File: config.mk
export PLATFORM = sky130hd
export DESIGN_NAME = display_scan_driver
export DESIGN_NICKNAME = d
export VERILOG_FILES = /design/src/rtl/display_scan_driver.sv
export SDC_FILE = /design/constraint.sdc
export NUM_CORES = 1
export LEC_CHECK = 0
export BUFFER_PORTS_ARGS = -buffer_cell sky130_fd_sc_hd__buf_2
export CAP_MARGIN = 20
export CELL_PAD_IN_SITES_DETAIL_PLACEMENT = 1
export CELL_PAD_IN_SITES_GLOBAL_PLACEMENT = 2
export CORE_ASPECT_RATIO = 0.6
export CORE_MARGIN = 5
export CORE_UTILIZATION = 39
export CTS_CLUSTER_DIAMETER = 30
export DETAILED_ROUTE_END_ITERATION = 16
export GPL_TIMING_DRIVEN = 1
export PLACE_DENSITY = 0.87
export SLEW_MARGIN = 20
export SYNTH_ARGS = -nofsm -noshare
export SYNTH_HDL_FRONTEND = slang
export SYNTH_SLANG_ARGS = --single-unit
File: constraint.sdc
create_clock -name clk -period 9.7 [get_ports clk]
set_clock_uncertainty 0.05 [all_clocks]
set_input_delay 2.425 -clock clk [delete_from_list [all_inputs] [get_ports clk]]
set_output_delay 2.425 -clock clk [all_outputs]
set_load 0.005 [all_outputs]
File: src/rtl/display_scan_driver.sv
// Four-digit multiplexed seven-segment driver. It shadows the BCD digits once per
// frame, scans one digit at a time, and can blink, blank a leading zero and show a colon.
module display_scan_driver #(
  parameter int SCAN_DIV  = 50000,
  parameter int BLINK_DIV = 25000000
) (
  input  logic       clk,
  input  logic       reset,
  input  logic [3:0] segment_0,
  input  logic [3:0] segment_1,
  input  logic [3:0] segment_2,
  input  logic [3:0] segment_3,
  input  logic       blink_en,
  input  logic       colon_en,
  input  logic       blank_lz,
  output logic [3:0] anode,
  output logic [6:0] seg,
  output logic       dp
);

  localparam int SW = $clog2(SCAN_DIV);
  localparam int BW = $clog2(BLINK_DIV);

  logic [SW-1:0]     scan_q, scan_d;
  logic [1:0]        idx_q, idx_d;
  logic [BW-1:0]     blink_cnt_q, blink_cnt_d;
  logic              blink_phase_q, blink_phase_d;
  logic [3:0][3:0]   shadow_q, shadow_d;
  logic [3:0]        anode_q, anode_d;
  logic [6:0]        seg_q, seg_d;
  logic              dp_q, dp_d;

  logic              scan_wrap, blink_wrap, frame_load, blanked;
  logic [3:0]        digit;

  function automatic logic [6:0] decode(input logic [3:0] d);
    case (d)
      4'd0:    decode = 7'h40;
      4'd1:    decode = 7'h79;
      4'd2:    decode = 7'h24;
      4'd3:    decode = 7'h30;
      4'd4:    decode = 7'h19;
      4'd5:    decode = 7'h12;
      4'd6:    decode = 7'h02;
      4'd7:    decode = 7'h78;
      4'd8:    decode = 7'h00;
      4'd9:    decode = 7'h10;
      default: decode = 7'h7F;
    endcase
  endfunction

  // NOTE: every signal driven here gets a value on every path, so no latches are inferred.
  always_comb begin
    scan_wrap     = (scan_q == SW'(SCAN_DIV - 1));
    scan_d        = scan_wrap ? '0 : scan_q + SW'(1);
    idx_d         = scan_wrap ? idx_q + 2'd1 : idx_q;

    blink_wrap    = (blink_cnt_q == BW'(BLINK_DIV - 1));
    blink_cnt_d   = blink_wrap ? '0 : blink_cnt_q + BW'(1);
    blink_phase_d = blink_phase_q ^ blink_wrap;

    // The digit loaded at frame start is the one shown in that same cycle.
    frame_load    = (scan_q == '0) && (idx_q == 2'd0);
    shadow_d      = frame_load ? {segment_3, segment_2, segment_1, segment_0} : shadow_q;
    digit         = shadow_d[idx_q];

    blanked       = blink_en && blink_phase_q;

    anode_d = 4'hF;
    seg_d   = 7'h7F;
    dp_d    = 1'b1;
    if (!blanked) begin
      anode_d = ~(4'b0001 << idx_q);
      if (!(idx_q == 2'd3 && blank_lz && digit == 4'd0))
        seg_d = decode(digit);
      dp_d = !(idx_q == 2'd2 && colon_en);
    end
  end

  // NOTE: sequential state uses non-blocking assignments so all registers update together.
  always_ff @(posedge clk) begin
    if (reset) begin
      scan_q        <= '0;
      idx_q         <= 2'd0;
      blink_cnt_q   <= '0;
      blink_phase_q <= 1'b0;
      shadow_q      <= '0;
      anode_q       <= 4'hF;
      seg_q         <= 7'h7F;
      dp_q          <= 1'b1;
    end else begin
      scan_q        <= scan_d;
      idx_q         <= idx_d;
      blink_cnt_q   <= blink_cnt_d;
      blink_phase_q <= blink_phase_d;
      shadow_q      <= shadow_d;
      anode_q       <= anode_d;
      seg_q         <= seg_d;
      dp_q          <= dp_d;
    end
  end

  assign anode = anode_q;
  assign seg   = seg_q;
  assign dp    = dp_q;

endmodule

==> results of run 1 <==
## cells in the final DEF (no fill, tap or decap), drive strengths merged, types with 2 or more instances in the layout
cell	netlist	routed
o211ai	2	2
or4	3	3
mux2i	3	3
nand3	17	17
a21boi	12	12
clkbuf	10	15
a211oi	15	15
and2	3	3
and3	16	16
nand2	28	28
dfxtp	72	72
nand4	6	6
and4	2	2
nor2	70	70
o21ai	3	3
inv	11	11
xor2	25	25
ha	12	12
nor4	4	4
a21oi	17	17
nor3	3	3
o221ai	4	4
buf	5	33
xnor2	13	13
## cell families (layout without fill, tap and decap cells)
kind of cell	count (synthesis)	count (layout)	synth area share, %
AOI/OAI and AO/OA	56	56	12.2
xor gates and xnor gates	38	38	10.1
adders and majority gates	12	12	4.57
buffers and inverters	26	60	4.00
DFF	72	72	43.9
muxes	3	3	0.914
and+or+nand+nor	160	160	24.3
## cell type report
cell class                      instances  area share (%)
Sequential cell                        72            38.0
Multi-Input combinational cell        269            45.2
Clock buffer                           15            7.58
Timing Repair Buffer                   33            4.42
Tap cell                              108            3.56
Clock inverter                          1           0.231
Inverter                               11            1.09
## metal layers
layer,part of all wire (%),global-route usage (%),up-vias
met5,0,0,-
met4,0.83,5.08,0
met3,2.9,4.93,7
met2,43,25.1,28
met1,53,22.2,1247
li1,-,-,1306
## power groups by stage
stage	Sequential (mW)	Combinational, mW	Clock, mW
floorplan	0.320	0.0589	0
global placement	0.322	0.0739	0
detailed placement	0.322	0.0756	0
CTS	0.316	0.0764	0.330
global route	0.317	0.0849	0.343
finish	0.316	0.0758	0.319
## final timing paths
check / startpoint / endpoint / depth (start not counted)
min reg2reg: scan_q[0] / scan_q[0] / 1
max reg2reg: idx_q[0] / seg[6] / 12
min: scan_q[0] / scan_q[0] / 1
max: segment_2[0] / seg[6] / 9
## state kept, by name, summed over array words and instances, names as in the netlist
register and flops:
seg 7, blink_phase_q 1, shadow_q 16, dp 1
idx_q 2, blink_cnt_q 25, scan_q 16, anode 4
## stage by stage
step | util [%] | instances | setup slack, ns | hold slack (ns) | instance area [sq um]
finish | 47.2 | 509 | 5.32 | 0.419 | 3800
global route | 47.2 | 509 | 5.09 | 0.430 | 3800
CTS | 47.2 | 509 | 5.31 | 0.420 | 3790
detailed placement | 43.5 | 493 | 4.99 | 0.407 | 3500
global placement | 43.5 | 493 | 5.13 | 0.393 | 3500
floorplan | - | 367 | 5.55 | 0.376 | 3280
==> metrics.md, run 1 <==
| Metric | Value |
|---|---|
| Run status | `finished clean` |
| Sw Pwr | `168 uW` |
| RSZ-0062 raised after global routing | `no` |
| Critical Path Max Stage Delay | `0.79 ns` |
| Synth top area share | `43.9%` |
| Post-synthesis cell area | `3280 sq um` |
| Top-count cell post-synth | `dfxtp_1` |
| FP Rows | `25` |
| Post-CTS Setup Inserts | `0` |
| DR DRC count | `0` |
| Pin count of the biggest net entering global routing | `26` |
| CP Launch Type | `input port` |
| Die Ht | `81.1 um` |
| Vias | `2588` |
| Max Slew Vio Count | `0` |
| Die Wd | `128 um` |
| Port buffer count | `32` |
| Max Freq | `228 MHz` |
| Arrival @ worst endpoint | `4.49 ns` |
| Post_cts resized | `0` |
| Power Internal | `542 uW` |
| Logic pwr share | `10.7%` |
| Post-synthesis async set-or-reset flop share | `0%` |
| GPL Wtd Cong | `0.740` |
| Register bit count reported by yosys | `72` |
| Vias per inst | `5.08` |
| Multi-input logic area | `1720 sq um` |
| DP HPWL | `5630 um` |
| EDFF count, synth | `0` |
| Clock latency on the worst-skew pair | `0.33 ns` |
| Tcrit/Tclk final | `45.1%` |
| Slowest-stage cell, CP | `a2111oi_1` |
| CP delay by family, top | `compound AO/OA/AOI/OAI gates` |
| Ys Warns | `0` |
| Sw frac | `23.7%` |
| Buf/Inv on CP | `2` |
| Avg Synthesized Cell Area | `8.95 sq um` |
| First-pass GRT wire length | `13300 um` |
| Area Overhead vs Synth | `15.6%` |
| Post-synth top flop | `dfxtp_1` |
| Final Hold Fails | `0` |
| Power Dens Cells | `187 nW/um^2` |
| Clk slew on worst S/H paths | `0.06 ns` |
| Routed length per instance | `15.4 um` |
| Starting Density | `40.9%` |
| CP Capture Type | `flop` |
| Syn_nets | `400` |
| Vias in the first global route | `2696` |
| # setup viols final | `0` |
| Sequential share of the synthesized area | `43.9%` |
| Tot Pwr | `710 uW` |
| Worst min path class | `flop to flop` |
| Crit path kind | `input port to flop` |
| Shortest period the worst path allows | `4.38 ns` |
| R2r setup slk | `5.68 ns` |
| Antenna violations before repair | `0` |
| DRT Wirelength | `7830 um` |
| Fillcell total | `949` |
| Worst-Margin Slew | `0.851 ns` |
| FF/Latch Area | `1440 sq um` |
| Synth cell types | `45` |
| Post-CTS Hold Buffers | `0` |
| CTS Buffer Depth | `2` |
| Data required, critical path | `9.81 ns` |
| Antenna cells | `0` |
| # H-tree levels | `3` |
| Clk pwr share | `44.9%` |
| Slew HR | `43.2%` |
| Core area | `8040 sq um` |
| Layout Nets | `429` |
| Synth area leaders | `dfxtp_1 (44%), nor2_1 (8.0%), xor2_1 (6.7%), ha_1 (4.6%), xnor2_1 (3.5%)` |
| CTS tree | `done` |
| Setup TNS | `0 ns` |
| All-Layer GR Usage | `16.4%` |
| I/O Pins | `33` |
| Critical-path cell list | `buf_2, and3_1, a211oi_1, a2111oi_1, inv_1, ha_1, nand3_1, o21a_2, o221ai_1` |
| Synth cell count leaders | `dfxtp_1 (72), nor2_1 (70), nand2_1 (28), xor2_1 (25)` |
| Count of maximum capacitance violations | `0` |
| Post-synthesis cell count | `367` |
| Final ANT Viol Nets | `0` |
| Gr ovfl total | `0` |
| Clk root buf | `clkbuf_16` |
| LEAKAGE | `1.48 nW` |
| Drt first-iter violations | `115` |
| Critical-path maximum fanout | `6` |
| Detailed Routing Iterations Pass 1 | `4` |
| Die area | `10400 sq um` |
| CTS Sinks | `72` |
| VDD IR max | `0.0834 mV` |
| CTS Buf Count | `9` |
| Reg power frac | `44.5%` |
| Synth area leader | `dfxtp_1` |
| Share of cells above drive strength 1 | `15.2%` |
No activity file was read; power rests on OpenSTA's default activity.
==> inputs of run 2 (changes only) <==
--- a/config.mk
+++ b/config.mk
@@ -11,11 +11,11 @@
 export CELL_PAD_IN_SITES_GLOBAL_PLACEMENT = 2
 export CORE_ASPECT_RATIO = 0.6
 export CORE_MARGIN = 5
-export CORE_UTILIZATION = 39
+export CORE_UTILIZATION = 33
 export CTS_CLUSTER_DIAMETER = 30
 export DETAILED_ROUTE_END_ITERATION = 16
 export GPL_TIMING_DRIVEN = 1
-export PLACE_DENSITY = 0.87
+export PLACE_DENSITY = 0.79
 export SLEW_MARGIN = 20
 export SYNTH_ARGS = -nofsm -noshare
 export SYNTH_HDL_FRONTEND = slang
==> constraint.sdc (replaced) <==
create_clock -name clk -period 4 [get_ports clk]
set_clock_uncertainty 0.05 [all_clocks]
set_input_delay 1 -clock clk [delete_from_list [all_inputs] [get_ports clk]]
set_output_delay 1 -clock clk [all_outputs]
set_load 0.005 [all_outputs]
==> run 2 against run 1 <==
  * Critical path type is now flop to flop
  * Total power grew to 2.5 times the previous value
  * Global-route usage is 2.5 points lower
  * Die area is 16% higher
  * Hold slack better by 0.0049 ns
  * Combinational power is 140% higher
  * Largest power group unchanged
==> metrics.md, run 2 (same netlist as run 1, synthesis figures left out) <==
| Metric | Value |
|---|---|
| Worst Setup SP | `idx_q[0]` |
| Critical Path Max Stage Delay | `0.58 ns` |
| Largest register FFs | `25` |
| Detailed Routing Iterations Pass 1 | `4` |
| Vias per inst | `4.79` |
| Reg2reg start | `idx_q[0]` |
| Clk slew on worst S/H paths | `0.05 ns` |
| Count of maximum capacitance violations | `0` |
| Gr ovfl total | `0` |
| Post_cts resized | `0` |
| Critical-path maximum fanout | `24` |
| CTS Buffer Depth | `2` |
| Hold path start | `scan_q[0]` |
| Clock latency on the worst-skew pair | `0.33 ns` |
| # setup viols final | `0` |
| Critical-path cell list | `inv_1, ha_1, nor2b_1, and4_1, and2_4, a211oi_1, or4_4, ha_1, nand3_1, o21a_2, o221ai_1` |
| Clk root buf | `clkbuf_16` |
| Worst-Margin Slew | `0.632 ns` |
| Top Registers | `blink_cnt_q x25, scan_q x16, shadow_q x16` |
| Tcrit/Tclk final | `86.1%` |
| CTS Buf Count | `9` |
| CP Launch Type | `flop` |
| Largest register by flop count | `blink_cnt_q` |
| Shortest period the worst path allows | `3.44 ns` |
| Die Wd | `139 um` |
| Routed length per instance | `14.4 um` |
| Slew HR | `57.8%` |
| LEAKAGE | `1.50 nW` |
| Share of cells above drive strength 1 | `15.7%` |
| Die Ht | `87.3 um` |
| CTS tree | `done` |
| CTS Sinks | `72` |
| Port buffer count | `32` |
| Final Hold Fails | `0` |
| Max Freq | `290 MHz` |
| GPL Wtd Cong | `0.781` |
| Vias in the first global route | `2692` |
| FP Rows | `28` |
| Area Overhead vs Synth | `17.6%` |
| Layout Nets | `430` |
| DR DRC count | `0` |
| Max Slew Vio Count | `0` |
| # H-tree levels | `3` |
| DP HPWL | `5790 um` |
| First-pass GRT wire length | `13500 um` |
| Arrival @ worst endpoint | `3.56 ns` |
| Antenna cells | `0` |
| Most common cell after layout, fill and taps aside | `dfxtp_1` |
| All-Layer GR Usage | `13.9%` |
| Starting Density | `33.6%` |
| Final ANT Viol Nets | `0` |
| Core area | `9770 sq um` |
| Run status | `finished clean` |
| RSZ-0062 raised after global routing | `no` |
| DRT Wirelength | `7740 um` |
| Power Dens Cells | `463 nW/um^2` |
| Vias | `2573` |
| Die area | `12100 sq um` |
| Final cell count without fillers | `537` |
| Post-CTS Hold Buffers | `0` |
| Crit path kind | `flop to flop` |
| Setup TNS | `0 ns` |
| Most frequent CP cell | `ha_1` |
| Drt first-iter violations | `98` |
| Slowest-stage cell, CP | `or4_4` |
| Post-CTS Setup Inserts | `0` |
| Most frequent cells in the layout | `dfxtp_1 (72), nor2_1 (70), buf_2 (32), nand2_1 (28), xor2_1 (25)` |
| CP Capture Type | `flop` |
| I/O Pins | `33` |
| Placed Cells | `521` |
| Worst min path class | `flop to flop` |
| Data required, critical path | `4.12 ns` |
| Antenna violations before repair | `0` |
| VDD IR max | `0.220 mV` |
| Pin count of the biggest net entering global routing | `26` |
[run 2: cell count changes in the layout (fill, tap and decap cells not counted), sizes merged]
cell | before | now
bufinv | 0 | 1
buf | 33 | 34
clkbuf | 15 | 14
[run 2: worst max-delay path, delay by kind of cell (launching register included)]
kind / cells / cell delay, ns
and+or+nand+nor: 5 / 1.74
AOI/OAI and AO/OA: 3 / 0.49
adders and majority gates: 2 / 0.46
DFF: 1 / 0.35
buffers and inverters: 1 / 0.18
[run 2: power by group]
group | internal [mW] | total (mW) | switching (mW)
Combinational | 0.0764 | 0.185 | 0.108
Sequential | 0.750 | 0.765 | 0.0145
Clock | 0.549 | 0.837 | 0.287
Total | 1.38 | 1.79 | 0.410
[run 2: worst paths after layout]
path                             endpoint  slack [ns]  cells after the start
worst max-delay path               seg[6]        0.56                     11
worst min-delay path            scan_q[0]        0.42                      1
worst max register to register     seg[6]        0.56                     11
worst min register to register  scan_q[0]        0.42                      1
[run 2: routing by layer]
| layer | vias up | routed length [um] | global-route usage [%] |
|---|---|---|---|
| met4 | 0 | 91 | 4.62 |
| met5 | - | 0 | 0 |
| met2 | 27 | 3280 | 21.1 |
| met1 | 1221 | 4090 | 18.6 |
| li1 | 1315 | - | - |
| met3 | 10 | 277 | 4.88 |
[run 2: per-stage QoR]
step                      hold slack, ns  utilization, %  power [mW]  cell area [sq um]  worst slack [ns]
final                              0.424            39.5        1.79               3860             0.556
after global placement             0.391            36.2       0.962               3540             0.686
after floorplan                    0.376               -       0.920               3280             0.894
after CTS                          0.433            39.5        1.82               3860             0.503
after detailed placement           0.412            36.2       0.967               3540             0.517
after global routing               0.463            39.5        1.88               3860             0.212
[run 2: layout make-up]
cell class                 count  area (sq um)
fill                        1157          5910
multi-input combinational    269          1720
sequential                    72          1440
clock buffer                  14           284
timing repair buffer          34           175
tap                          135           169
inverter                      11          41.3
clock inverter                 2          35.0
